$ cat src/rtl/fpnew_pkg.sv
// Shared FPU types: rounding-mode encoding and dynamic-mode resolution against the CSR frm.
package fpnew_pkg;

  typedef enum logic [2:0] {
    RNE = 3'b000,
    RTZ = 3'b001,
    RDN = 3'b010,
    RUP = 3'b011,
    RMM = 3'b100,
    ROD = 3'b101,
    DYN = 3'b111
  } roundmode_e;

  localparam int unsigned ROUND_MODE_W = 3;

  // Returns {illegal, mode}; illegal encodings collapse to RNE so the datapath never sees them.
  function automatic logic [ROUND_MODE_W:0] resolve_rm(input logic [ROUND_MODE_W-1:0] mode,
                                                       input logic [ROUND_MODE_W-1:0] frm);
    logic [ROUND_MODE_W-1:0] eff;
    eff = (mode == DYN) ? frm : mode;
    if (eff == ROD || eff == 3'b110 || eff == DYN) return {1'b1, RNE};
    return {1'b0, eff};
  endfunction

endpackage

$ cat src/rtl/fpnew_rounding.sv
// Magnitude rounding from round/sticky bits; sign fix-up for exact-zero effective subtractions.
module fpnew_rounding
  import fpnew_pkg::*;
#(
  parameter int unsigned AbsWidth = 31
) (
  input  logic [AbsWidth-1:0] abs_value,
  input  logic                sign,
  input  logic [1:0]          round_sticky,
  input  roundmode_e          rnd_mode,
  input  logic                effective_subtraction,
  output logic [AbsWidth-1:0] abs_rounded,
  output logic                sign_rounded,
  output logic                exact_zero
);

  logic round_up;

  always_comb begin
    round_up = 1'b0;
    case (rnd_mode)
      RNE: begin
        case (round_sticky)
          2'b10:   round_up = abs_value[0];
          2'b11:   round_up = 1'b1;
          default: round_up = 1'b0;
        endcase
      end
      RDN:     round_up = (|round_sticky) & sign;
      RUP:     round_up = (|round_sticky) & ~sign;
      RMM:     round_up = round_sticky[1];
      default: round_up = 1'b0;
    endcase
  end

  // Carry out of the all-ones magnitude is dropped; the exponent bump is handled upstream.
  assign abs_rounded  = abs_value + AbsWidth'(round_up);
  assign exact_zero   = (abs_value == '0) && (round_sticky == 2'b00);
  assign sign_rounded = (exact_zero && effective_subtraction) ? (rnd_mode == RDN) : sign;

endmodule

$ cat src/rtl/fpnew_rr_arbiter.sv
// Round-robin arbiter: first requester at or after the pointer wins; pointer moves past the winner.
module fpnew_rr_arbiter #(
  parameter  int unsigned NumReq  = 4,
  localparam int unsigned IdWidth = $clog2(NumReq)
) (
  input  logic               clk,
  input  logic               rst,
  input  logic [NumReq-1:0]  req,
  input  logic               en,
  output logic [NumReq-1:0]  gnt,
  output logic [IdWidth-1:0] idx,
  output logic               gnt_vld
);

  logic [IdWidth-1:0] ptr;
  int unsigned        cand;

  always_comb begin
    gnt     = '0;
    idx     = '0;
    gnt_vld = 1'b0;
    cand    = 0;
    if (en) begin
      for (int unsigned k = 0; k < NumReq; k++) begin
        cand = (32'(ptr) + k) % NumReq;
        if (!gnt_vld && req[cand]) begin
          gnt_vld   = 1'b1;
          idx       = IdWidth'(cand);
          gnt[cand] = 1'b1;
        end
      end
    end
  end

  always_ff @(posedge clk) begin
    if (rst) ptr <= '0;
    else if (gnt_vld) ptr <= (idx == IdWidth'(NumReq - 1)) ? '0 : idx + 1'b1;
  end

endmodule

$ cat src/rtl/fpnew_round_arbiter.sv
// Shares one rounding datapath between NumReq FP lanes: RR grant, mode resolution, 2-stage pipe.
module fpnew_round_arbiter
  import fpnew_pkg::*;
#(
  parameter  int unsigned NumReq   = 4,
  parameter  int unsigned AbsWidth = 31,
  localparam int unsigned IdWidth  = $clog2(NumReq)
) (
  input  logic                         clk_i,
  input  logic                         rst_i,
  input  logic [NumReq-1:0]            req_valid_i,
  output logic [NumReq-1:0]            req_ready_o,
  input  logic [NumReq*AbsWidth-1:0]   req_abs_i,
  input  logic [NumReq-1:0]            req_sign_i,
  input  logic [NumReq*2-1:0]          req_rs_i,
  input  logic [NumReq*3-1:0]          req_mode_i,
  input  logic [NumReq-1:0]            req_effsub_i,
  input  logic [2:0]                   frm_i,
  input  logic                         flush_i,
  output logic                         out_valid_o,
  input  logic                         out_ready_i,
  output logic [IdWidth-1:0]           out_id_o,
  output logic [AbsWidth-1:0]          out_abs_o,
  output logic                         out_sign_o,
  output logic                         out_zero_o,
  output logic                         out_inexact_o,
  output logic                         out_illegal_o
);

  if (NumReq < 2 || NumReq > 8) begin : g_bad_numreq
    $error("fpnew_round_arbiter: NumReq must be in 2..8");
  end

  logic                    vld_p1, illegal_p1, sign_p1, effsub_p1;
  logic [AbsWidth-1:0]     abs_p1;
  logic [1:0]              rs_p1;
  roundmode_e              mode_p1;
  logic [IdWidth-1:0]      id_p1;
  logic                    s1_load, s2_load, arb_en, gnt_vld;
  logic [IdWidth-1:0]      gnt_idx;
  logic [ROUND_MODE_W:0]   rm_res;
  logic [AbsWidth-1:0]     rnd_abs;
  logic                    rnd_sign, rnd_zero;

  assign s2_load = !out_valid_o || out_ready_i;
  assign s1_load = !vld_p1 || s2_load;
  assign arb_en  = s1_load && !flush_i && !rst_i;

  fpnew_rr_arbiter #(.NumReq(NumReq)) u_arb (
    .clk     (clk_i),
    .rst     (rst_i),
    .req     (req_valid_i),
    .en      (arb_en),
    .gnt     (req_ready_o),
    .idx     (gnt_idx),
    .gnt_vld (gnt_vld)
  );

  assign rm_res = resolve_rm(req_mode_i[32'(gnt_idx)*ROUND_MODE_W +: ROUND_MODE_W], frm_i);

  // Stage S1: registered winner operand with its resolved mode
  always_ff @(posedge clk_i) begin
    if (rst_i || flush_i) vld_p1 <= 1'b0;
    else if (s1_load)     vld_p1 <= gnt_vld;
  end

  always_ff @(posedge clk_i) begin
    if (gnt_vld) begin
      abs_p1     <= req_abs_i[32'(gnt_idx)*AbsWidth +: AbsWidth];
      sign_p1    <= req_sign_i[gnt_idx];
      rs_p1      <= req_rs_i[32'(gnt_idx)*2 +: 2];
      effsub_p1  <= req_effsub_i[gnt_idx];
      mode_p1    <= roundmode_e'(rm_res[ROUND_MODE_W-1:0]);
      illegal_p1 <= rm_res[ROUND_MODE_W];
      id_p1      <= gnt_idx;
    end
  end

  fpnew_rounding #(.AbsWidth(AbsWidth)) u_round (
    .abs_value             (abs_p1),
    .sign                  (sign_p1),
    .round_sticky          (rs_p1),
    .rnd_mode              (mode_p1),
    .effective_subtraction (effsub_p1),
    .abs_rounded           (rnd_abs),
    .sign_rounded          (rnd_sign),
    .exact_zero            (rnd_zero)
  );

  // Stage S2: output register, held while downstream stalls
  always_ff @(posedge clk_i) begin
    if (rst_i || flush_i) out_valid_o <= 1'b0;
    else if (s2_load)     out_valid_o <= vld_p1;
  end

  always_ff @(posedge clk_i) begin
    if (rst_i) begin
      out_id_o      <= '0;
      out_abs_o     <= '0;
      out_sign_o    <= 1'b0;
      out_zero_o    <= 1'b0;
      out_inexact_o <= 1'b0;
      out_illegal_o <= 1'b0;
    end else if (s2_load && vld_p1) begin
      out_id_o      <= id_p1;
      out_abs_o     <= rnd_abs;
      out_sign_o    <= rnd_sign;
      out_zero_o    <= rnd_zero;
      out_inexact_o <= |rs_p1;
      out_illegal_o <= illegal_p1;
    end
  end

endmodule

$ cat config.mk
export PLATFORM = sky130hd
export DESIGN_NAME = fpnew_round_arbiter
export DESIGN_NICKNAME = d
export VERILOG_FILES = /design/src/rtl/fpnew_pkg.sv /design/src/rtl/fpnew_rounding.sv /design/src/rtl/fpnew_rr_arbiter.sv /design/src/rtl/fpnew_round_arbiter.sv
export SDC_FILE = /design/constraint.sdc
export NUM_CORES = 1
export LEC_CHECK = 0
export ABC_AREA = 0
export CAP_MARGIN = 5
export CORE_MARGIN = 4
export CORE_UTILIZATION = 40
export CTS_CLUSTER_DIAMETER = 150
export DETAILED_ROUTE_END_ITERATION = 10
export PLACE_DENSITY = 0.74
export SLEW_MARGIN = 10
export SYNTH_ARGS = -nofsm -noshare
export SYNTH_HDL_FRONTEND = slang
export SYNTH_SLANG_ARGS = --single-unit
$ cat constraint.sdc
create_clock -name clk_i -period 6.2 [get_ports clk_i]
set_input_delay 0.93 -clock clk_i [delete_from_list [all_inputs] [get_ports clk_i]]
set_output_delay 0.93 -clock clk_i [all_outputs]
set_load 0.02 [all_outputs]
==> Word-level counts from Yosys, hierarchy flattened <==
Index checks and enable logic that the tools add are counted.
{ "word_totals": {"reg_bits": 82, "in_bits": 163, "output_inout_bits": 42, "wordCells": 128} }
{ "classes": {"add_sub_neg": 5, "multipliers": 2, "order_cmp": 9, "eq_ne": 10, "n_shift": 3, "muxes": 49, "n_bitwise": 6, "reduce_logical": 28} }
{ "op_table": {"columns": ["cell", "n"], "rows": [
  ["$shiftx 124x8->31", 1],
  ["$mux 4", 9],
  ["$add 31x1->31", 1],
  ["$logic_not 31->1", 1],
  ["$mux 1", 20],
  ["$eq 3x3->1 const B", 5],
  ["$lt 2x3->1 const B", 5],
  ["$bmux 1 s2", 6],
  ["$logic_and 1x1->1", 12],
  ["$mux 2", 6],
  ["$or 4x4->4", 3],
  ["$shiftx 12x5->3", 1],
  ["$demux 1 s2", 4],
  ["$ge 2x1->1 const B", 4],
  ["$shiftx 8x4->2", 1],
  ["$logic_not 1->1", 7],
  ["$mul 2x5->7 const B", 1],
  ["$eq 2x2->1 const B", 3],
  ["$eq 3x2->1 const B", 2],
  ["$mux 3", 2],
  ["$logic_or 1x1->1", 5],
  ["$add 2x1->2 const B", 2],
  ["$add 2x2->2 const B", 2],
  ["$mul 2x2->4 const B", 1],
  ["7 further kinds", 8]
]} }

==> Longest topological paths before layout <==
{ "depth": {"depth_word": 27, "depth_mapped": 14, "depth_no_buf": 12} }

==> Cells and area by module <==
Synthesis repeated with hierarchy kept, for this count alone.
{ "unflattened": {"hier_cells": 451, "hier_area_um2": 5017.3} }
{ "by_module_without_submodules": {"columns": ["mod", "n_inst", "cells_each", "area_per_inst_um2", "seq_area_each_um2"], "rows": [
  ["fpnew_round_arbiter", 1, 275, 3666.0, 2011.9],
  ["fpnew_rounding", 1, 104, 738.2, 0.0],
  ["fpnew_rr_arbiter", 1, 72, 613.1, 40.0]
]} }

==> Worst setup path before layout <==
Ideal clock, no wire load.
{ "synth_timing": {"path_type": "flip-flop to output port", "start": "register u_arb.ptr[0]", "end": "output req_ready_o[0]", "t_arrival_ns": 2.797, "required_ns": 5.270, "setup_slack_ns": 2.473, "path_stages_with_launch": 11, "path_cell_list": "dfxtp_1 clkbuf_1 inv_1 ha_1 buf_6 mux4_2 nor2b_1 a22oi_1 nand2_1 o21ai_0 a21oi_1"} }
{ "synth_between": {"elab_chain_cells": 16} }
{ "synth_rtl": {"columns": ["item", "line_no", "source"], "rows": [
  ["start, declared", "fpnew_rr_arbiter.sv:15", "logic [IdWidth-1:0] ptr;"],
  ["start signal, assigned", "fpnew_rr_arbiter.sv:37", "else if (gnt_vld) ptr <= (idx == IdWidth'(NumReq - 1)) ? '0 : idx + 1'b1;"],
  ["parallel branches: the longest is 14 deep, another holds $lt 2x3->1", null, null],
  ["$mux 4 (*)", "fpnew_rr_arbiter.sv:26", "if (!gnt_vld && req[cand]) begin"],
  ["$mux 4 (*)", "fpnew_rr_arbiter.sv:23", "if (en) begin"],
  ["end, declared", "fpnew_round_arbiter.sv:12", "output logic [NumReq-1:0] req_ready_o,"]
]} }
Mark *: on every way between the ends. The select of a mux whose other input is x is not followed.

==> Worst setup path after layout <==
{ "layout_timing": {"start": "register u_arb.ptr[0]", "end": "output req_ready_o[2]"} }
The elaborated chain is that of the path after synthesis.

==> impl_metrics.yaml <==
setup_path:
  max_stage_delay_ns: 0.77
  end_kind: "output pin"
  crit_fanout: 19
  r2r-start: "u_arb.ptr[0]$_SDFFE_PP0P_"
  critical_path.endpoint: "req_ready_o[2]"
  reg2reg_slack_ns: 1.95
  path_cells: "inv_1, ha_1, mux4_2, nor2b_1, a22oi_1, nand2_1, o21ai_0, a21oi_1, clkdlybuf4s50_1"
  crit_arrival_ns: 4.01
  critPathRequiredTime_ns: 5.27
  criticalPathCategory: "reg2out"
  reg2reg_depth: 9
  start_kind: "register"
  crit_start: "u_arb.ptr[0]$_SDFFE_PP0P_"
  timing.rr.end: "mode_p1[1]$_SDFFCE_PP0P_"
  crit_slowest_cell: "dfxtp_1"
cts:
  htree_levels: 3
  ctsResizeCount: 0
  cts_tree: "built"
  post_cts_buffers: 0
  clkTransAtPathRegs_ns: 0.06
  hold_buffers: 0
  ctsRootBufferMaster: "clkbuf_16"
  clock_latency_ns: 0.33
  clk_path_buf_depth: 2
  cts.sink_count: 82
  cts_buffers: 9
routing:
  drt_iter0_markers: 277
  drtAntennaViolNets: 0
  vias: 4838
  first_pass_iters: 5
  drt-total-wl_mm: 15.1
  viasPerCell: 5.25
  route.detailed.drc: 0
  routedWlPerCell_um: 16.4
floorplan:
  initial_core_util: 0.415
  row_count: 41
  io_pins: 205
  dieArea_mm2: 0.0151
  core_mm2: 0.0128
  dieWidth_um: 123
  fp.dieH_um: 123
timing:
  period_minus_slack_ns: 4.94
  hold_viol_final: 0
  worst_pin_slew_ns: 1.13
  rsz0062_at_grt: "no"
  setup_viol: 0
  setup-tns-final_ns: 0
  maxSlewViolCount: 0
  clock-skew-final_ns: 0.00825
  fin_crit_sh: 0.797
  fmax_mhz: 202
  maxSlewHeadroom: 0.248
synthesis:
  synth_top_area_frac: 0.232
  synth_cell_types: 50
  synthTopCellsByCount: "a211oi_1, nor2_1, mux2i_1"
  synth_top_cells_by_area: "edfxtp_1, dfxtp_1, mux2i_1"
  synth_area_per_cell_um2: 9.34
  yosys_most_used_dff: "edfxtp_1"
  yosysMostFrequentCell: "a211oi_1"
  netlist_area_mm2: 0.00530
  syn_nets: 740
  ys_ff_latch: 82
  ys_seq_area_frac: 0.387
  syn_inst: 567
  synth_warnings: 0
  synth.largest_area_cell: "edfxtp_1"
  synth_edf_count: 41
  synthArstFlopShare: 0
finish:
  syn_to_final_growth_pct: 44.6
  final_layout_size_suffix_gt1_frac: 0.0387
  n_antenna_cell: 0
  fin_nets: 918
power:
  p_per_area_mw_per_mm2: 203
  total_power_mw: 1.56
  worst_ir_drop_vdd_v: 0.000150
  p_leak_nw: 2.47
flow_run:
  maxCapViolCount: 0
global_routing:
  track_usage: 0.195
  grt_pass1_vias: 4811
  grt_antenna_before_repair: 0
  grt_max_degree: 111
  overflow: 0
  grt_first_pass_wirelength_mm: 23.4
placed_design:
  portBuffers: 204
  dp_hpwl_mm: 12.2
  gp_congestion: 0.852
min_path:
  hold_class: "reg2reg"
outcome:
  status: "complete, no violations"
[area by class of cell]
type | instances | area (um^2)
Fill cell | 1060 | 5110
Multi-Input combinational cell | 439 | 2980
Timing Repair Buffer | 207 | 2090
Sequential cell | 82 | 2050
Clock buffer | 11 | 233
Tap cell | 172 | 215
Clock inverter | 5 | 63.8
Inverter | 6 | 22.5
[layer usage]
metal | vias to the layer above | share of wire | GRT usage
met2 | 189 | 0.49 | 0.328
li1 | 2452 | - | -
met1 | 2171 | 0.42 | 0.249
met5 | - | 0 | 0
met3 | 26 | 0.070 | 0.0444
met4 | 0 | 0.025 | 0.0664
[through the flow]
stage | setup slack, ns | instances | area, um^2 | utilization | hold slack (ns)
after global placement | 1.91 | 906 | 7360 | 0.576 | 0.447
after CTS | 1.33 | 922 | 7660 | 0.600 | 0.462
final | 1.26 | 922 | 7660 | 0.600 | 0.456
after detailed placement | 1.69 | 906 | 7360 | 0.576 | 0.448
after global routing | 0.990 | 922 | 7660 | 0.600 | 0.490
after floorplan | 2.47 | 567 | 5300 | - | 0.457
[power by group]
group / switching [mW] / internal, mW
combinational: 0.178 / 0.211
clock: 0.208 / 0.315
sequential: 0.0338 / 0.614
[worst min path at each step]
stage	from	endpoint	slack (ns)	cells past startpoint
after floorplan	vld_p1$_SDFFE_PP0N_	out_valid_o$_SDFFE_PP0P_	0.46	2
after global placement	out_id_o[1]$_SDFFE_PP0P_	out_id_o[1]$_SDFFE_PP0P_	0.45	2
after detailed placement	out_id_o[0]$_SDFFE_PP0P_	out_id_o[0]$_SDFFE_PP0P_	0.45	2
after CTS	out_abs_o[1]$_SDFFE_PP0P_	out_abs_o[1]$_SDFFE_PP0P_	0.46	2
after global routing	out_id_o[1]$_SDFFE_PP0P_	out_id_o[1]$_SDFFE_PP0P_	0.49	2
final	out_abs_o[1]$_SDFFE_PP0P_	out_abs_o[1]$_SDFFE_PP0P_	0.46	2
[registers in the layout, summed over array words and instances, names as in the netlist]
register / cells
out_abs_o: 31
out_zero_o: 1
effsub_p1: 1
illegal_p1: 1
out_sign_o: 1
out_valid_o: 1
out_illegal_o: 1
u_arb.ptr: 2
mode_p1: 3
rs_p1: 2
id_p1: 2
abs_p1: 31
vld_p1: 1
out_inexact_o: 1
out_id_o: 2
sign_p1: 1
[cells in the final DEF, fill, tap and decap left out, types with 5 or more instances in the layout]
cell	netlist	layout
nor2_1	53	52
ha_1	10	10
clkdlybuf4s50_1	0	204
edfxtp_1	41	41
dfxtp_1	41	41
nor2b_1	39	39
mux2i_1	52	52
inv_1	6	6
nand2_1	43	43
xnor2_1	12	12
a21oi_1	48	48
nand4_1	10	10
a211oi_1	67	67
nor4_1	9	9
nand3_1	16	16
nor3_1	8	8
xor2_1	20	20
o21ai_0	5	5
clkbuf_16	0	9
[logic make-up (layout without fill, tap and decap cells)]
| kind of cell | count (synthesis) | after routing | share of synthesized area |
|---|---|---|---|
| AO/OA/AOI/OAI | 138 | 138 | 0.174 |
| XOR/XNOR | 32 | 32 | 0.0529 |
| adder cells (fa/ha/maj) | 10 | 10 | 0.0236 |
| buffers and inverters | 46 | 229 | 0.0538 |
| flip-flops | 82 | 82 | 0.387 |
| multiplexers | 58 | 58 | 0.115 |
| AND/OR/NAND/NOR | 201 | 201 | 0.193 |
[critical path: cells and delay by family (launching register included)]
| family | cells | cell delay (ns) |
|---|---|---|
| AOI/OAI and AO/OA | 3 | 0.39 |
| DFF | 1 | 0.77 |
| and+or+nand+nor | 2 | 0.44 |
| muxes | 1 | 0.65 |
| buffers and inverters | 2 | 0.85 |
| adders and majority gates | 1 | 0.57 |
No activity file was read; power rests on OpenSTA's default activity.
